File: config.mk
export PLATFORM = sky130hd
export DESIGN_NAME = addsub_arb_2
export DESIGN_NICKNAME = d
export VERILOG_FILES = /design/src/rtl/addsub_arb_2_pkg.sv /design/src/rtl/addsub_arb_2_addsub_unit.sv /design/src/rtl/addsub_arb_2.sv
export SDC_FILE = /design/constraint.sdc
export NUM_CORES = 1
export LEC_CHECK = 0
export ABC_AREA = 1
export BUFFER_PORTS_ARGS = -buffer_cell sky130_fd_sc_hd__clkbuf_2
export CAP_MARGIN = 10
export CELL_PAD_IN_SITES_DETAIL_PLACEMENT = 0
export CELL_PAD_IN_SITES_GLOBAL_PLACEMENT = 1
export CORE_UTILIZATION = 25
export CTS_BUF_LIST = sky130_fd_sc_hd__clkbuf_4 sky130_fd_sc_hd__clkbuf_8
export CTS_CLUSTER_DIAMETER = 200
export DETAILED_ROUTE_END_ITERATION = 10
export PLACE_DENSITY = 0.64
export SYNTH_ARGS = -nofsm -noshare
export SYNTH_HDL_FRONTEND = slang
export SYNTH_SLANG_ARGS = --single-unit
File: constraint.sdc
create_clock -name clk -period 4.1 [get_ports clk]
set_input_delay 0.41 -clock clk [delete_from_list [all_inputs] [get_ports clk]]
set_output_delay 0.41 -clock clk [all_outputs]
set_load 0.02 [all_outputs]
File: src/rtl/addsub_arb_2_pkg.sv
// Shared encodings for the two-requester add/sub arbiter.
package addsub_arb_2_pkg;

  typedef enum logic {
    IDLE = 1'b0,
    EXEC = 1'b1
  } state_e;

  localparam logic OP_ADD = 1'b0;
  localparam logic OP_SUB = 1'b1;

endpackage

File: src/rtl/addsub_arb_2_addsub_unit.sv
// Combinational (W+1)-bit add/subtract; bit W is carry on add, borrow on subtract.
module addsub_unit #(
  parameter int W = 4
) (
  input  logic [W-1:0] a,
  input  logic [W-1:0] b,
  input  logic         sub,
  output logic [W-1:0] sum,
  output logic         c_out
);

  always_comb begin
    if (sub) {c_out, sum} = {1'b0, a} - {1'b0, b};
    else     {c_out, sum} = {1'b0, a} + {1'b0, b};
  end

endmodule

File: src/rtl/addsub_arb_2.sv
// Round-robin arbiter sharing one add/sub unit between two requesters.
// state | meaning
// IDLE  | waiting for a request; grants and latches operands on request
// EXEC  | shared unit works on latched operands; result registered at exit
import addsub_arb_2_pkg::*;

module addsub_arb_2 #(
  parameter int W = 4
) (
  input  logic         clk,
  input  logic         rst,
  input  logic         req0,
  input  logic         req1,
  input  logic [W-1:0] a0,
  input  logic [W-1:0] b0,
  input  logic [W-1:0] a1,
  input  logic [W-1:0] b1,
  input  logic         op0,
  input  logic         op1,
  output logic         gnt0,
  output logic         gnt1,
  output logic         done,
  output logic [W-1:0] res,
  output logic         c_out,
  output logic         res_id,
  output logic         busy
);

  state_e       state_q, state_d;
  logic         last_q, last_d;
  logic [W-1:0] a_q, a_d, b_q, b_d;
  logic         op_q, op_d, id_q, id_d;
  logic         gnt0_q, gnt0_d, gnt1_q, gnt1_d, done_q, done_d;
  logic [W-1:0] res_q, res_d;
  logic         cout_q, cout_d, res_id_q, res_id_d;
  logic [W-1:0] unit_sum;
  logic         unit_cout;
  logic         pick;

  addsub_unit #(.W(W)) u_addsub (
    .a     (a_q),
    .b     (b_q),
    .sub   (op_q == OP_SUB),
    .sum   (unit_sum),
    .c_out (unit_cout)
  );

  always_comb begin
    state_d  = state_q;
    last_d   = last_q;
    a_d      = a_q;
    b_d      = b_q;
    op_d     = op_q;
    id_d     = id_q;
    gnt0_d   = 1'b0;
    gnt1_d   = 1'b0;
    done_d   = 1'b0;
    res_d    = res_q;
    cout_d   = cout_q;
    res_id_d = res_id_q;
    pick     = 1'b0;
    case (state_q)
      IDLE: begin
        if (req0 || req1) begin
          // On contention the requester not granted last wins.
          pick    = (req0 && req1) ? ~last_q : req1;
          a_d     = pick ? a1 : a0;
          b_d     = pick ? b1 : b0;
          op_d    = pick ? op1 : op0;
          id_d    = pick;
          gnt0_d  = ~pick;
          gnt1_d  = pick;
          last_d  = pick;
          state_d = EXEC;
        end
      end
      EXEC: begin
        res_d    = unit_sum;
        cout_d   = unit_cout;
        res_id_d = id_q;
        done_d   = 1'b1;
        state_d  = IDLE;
      end
      default: state_d = IDLE;
    endcase
  end

  always_ff @(posedge clk) begin
    if (rst) begin
      state_q  <= IDLE;
      last_q   <= 1'b1;
      a_q      <= '0;
      b_q      <= '0;
      op_q     <= OP_ADD;
      id_q     <= 1'b0;
      gnt0_q   <= 1'b0;
      gnt1_q   <= 1'b0;
      done_q   <= 1'b0;
      res_q    <= '0;
      cout_q   <= 1'b0;
      res_id_q <= 1'b0;
    end else begin
      state_q  <= state_d;
      last_q   <= last_d;
      a_q      <= a_d;
      b_q      <= b_d;
      op_q     <= op_d;
      id_q     <= id_d;
      gnt0_q   <= gnt0_d;
      gnt1_q   <= gnt1_d;
      done_q   <= done_d;
      res_q    <= res_d;
      cout_q   <= cout_d;
      res_id_q <= res_id_d;
    end
  end

  assign gnt0   = gnt0_q;
  assign gnt1   = gnt1_q;
  assign done   = done_q;
  assign res    = res_q;
  assign c_out  = cout_q;
  assign res_id = res_id_q;
  assign busy   = (state_q == EXEC);

endmodule

==> results.md <==
- Final-stage net count: 205
- Htree depth: 1
- Syn Area/Cell: 7.75 sq um
- CTS tree: yes
- Register area share after synthesis: 38.2%
- Ys flop type: dfxtp_1
- Syn_nets: 174
- Root Driver: clkbuf_8
- Post-Synthesis Cell Area: 1100 sq um
- Crit path max-delay family: flip-flops
- Status: finished clean
- Share of layout cells above drive strength 1: 25.0%
- Crit path DAT: 1.22 ns
- Drt drc: 0
- Max frequency: 0.615 GHz
- FILL cells: 473
- CTS buffer count: 3
- Vias after detailed routing: 977
- CTS Sinks: 21
- Max IR drop VDD: 0.000131 V
- Worst hold path class: primary input to flop
- Port bufs: 31
- Number of global-route vias before repair: 940
- Final Max Slew Viols: 0
- Most common cell in the synthesized netlist: nand2_1
- Routed len/inst: 11.0 um
- Dpl cells: 218
- RSZ-0062 raised after global routing: no
- Post-Synth Simple-Gate Area: 21.0%
- Final period utilization: 39.7%
- Antenna violations before repair: 0
- Die ar.: 4670 sq um
- Post-DP HPWL: 1890 um
- Most area-hungry cell type in the Yosys netlist: dfxtp_1
- Remaining antenna violation count: 0
- Grt total ovfl: 0
- Largest stage delay, worst path: 0.68 ns
- Number of synthesized register bits: 21
- Worst-Margin Slew: 0.562 ns
- Worst slew margin: 62.5%
- Synth Instances: 142
- Cell Rows: 23
- CP Cell Sequence: clkbuf_2
- Gr usage total: 12.4%
- Critical path's slowest cell: dfxtp_1
- Reg area: 420 sq um
- P per Cell Area: 376 nW/um^2
- Number of synthesized flops with an enable pin: 0
- Ys Warns: 0
- Multi-input gate area: 568 sq um
- ANT cells: 0
- Post-cts gate resize count: 0
- CP Launch Type: flop
- Post-synth top area share: 38.2%
- Total Power: 494 uW
- Clock Pin Slew Worst Setup and Hold Paths: 0.08 ns
- Die W: 68.4 um
- Setup TNS: 0 ns
- Adder-Cell Fraction of Synth Area: 12.7%
- Final setup vio count: 0
- Post-CTS Setup Bufs: 0
- Largest net degree at the start of global routing: 20
- First-pass GRT wire length: 4330 um
- Post-Synth XOR/XNOR Area: 0.795%
- Clk buf depth: 2
- Total wire length: 2450 um
- Core area: 4120 sq um
- Skew final: 0.00498 ns
- CP endpoint kind: output port
- Fin cells: 222
- Clock Latency Late Sink: 0.27 ns
- Synth area leaders: dfxtp_1, nand2_1, ha_1, o21ai_0, a31oi_1
- Synth cell count leaders: nand2_1, dfxtp_1, nor2_1, o21ai_0, inv_1
- WS Path Type: flop to output port
- Required time worst endpoint: 3.69 ns
- Leakage dissipation: 0.000666 uW
- Max Cap Viol: 0
- Compound-Gate Fraction of Synth Area: 17.0%
- Die height: 68.4 um
- Yosys cell types: 21
- Minimum clock period: 1.63 ns
- Async SR Flop Fraction: 0%
- Post-synthesis mux area share: 0%
- Synthesis-to-layout area growth: 19.2%
- Io pins: 32
- CP bufs+invs: 1
- DRT iter0 DRCs: 36
- DR vias/cell: 4.40
- Combinational family with the most area after synthesis: simple AND/OR/NAND/NOR gates
- Placer Congestion: 0.809
- Initial Util: 26.8%
- Cts-stage hold buffer count: 0
- TritonRoute pass-1 iters: 4
- Final Hold Vio Count: 0
- Worst-path maximum fanout: 11
power breakdown:
group,switching (uW),total (uW),internal [uW]
registers,16.9,239,223
logic,68.4,112,44.1
clock network,74.0,142,67.9
total,159,494,334
per-layer routing:
metal | global-route usage (%) | up-vias | routed length [um]
li1 | - | 523 | -
met1 | 16.8 | 432 | 1250
met2 | 19.1 | 18 | 1100
met3 | 3.17 | 4 | 73
met4 | 3.91 | 0 | 29
met5 | 0 | - | 0
final cells by class:
type | instances | area share (%)
Clock inverter | 1 | 0.381
Clock buffer | 3 | 3.15
Inverter | 16 | 4.58
Timing Repair Buffer | 31 | 11.8
Tap cell | 50 | 4.77
Sequential cell | 21 | 32.0
Multi-Input combinational cell | 100 | 43.3
cell families after synthesis:
family	count (synthesis)
AO/OA/AOI/OAI	34
AND/OR/NAND/NOR	55
XOR/XNOR	1
buffers and inverters	21
flip-flops	21
adder cells (fa/ha/maj)	10
layout by cell type, fill, tap and decap left out:
cell type  count
ha_1           8
a21oi_1        7
inv_2          5
clkinv_2       1
dfxtp_1       21
nor3_1         2
o21ai_2        1
inv_1         11
o21ai_1        2
nand2_1       34
o21ai_0       14
o211ai_1       1
clkbuf_2      31
nor2_1        14
nor2_2         1
nor2_8         1
a31oi_1        9
fa_1           2
xor2_1         1
clkbuf_8       3
nand3_1        3
sequential cells by signal (all words and copies together) (netlist names):
signal / cells
c_out: 1
id_q: 1
op_q: 1
gnt1: 1
busy: 1
b_q: 4
last_q: 1
res: 4
done: 1
res_id: 1
gnt0: 1
a_q: 4
final timing paths:
kind / startpoint / end / slack (ns) / cells past startpoint
setup / recovery: busy / busy / 2.47 / 1
hold / removal: b0[2] / b_q[2] / 0.38 / 3
setup reg to reg: a_q[0] / res[2] / 2.50 / 8
hold reg to reg: id_q / id_q / 0.47 / 2
metrics by stage:
stage	instance area, sq um	utilization [%]	hold WS (ns)	worst slack [ns]
6_report	1310	31.9	0.378	2.47
5_1_grt	1310	31.9	0.391	2.39
4_1_cts	1310	31.9	0.379	2.45
3_5_place_dp	1270	30.8	0.461	2.52
3_3_place_gp	1270	30.8	0.454	2.57
2_1_floorplan	1100	-	0.429	2.62
Note: power is estimated with default switching activity, not from simulation.
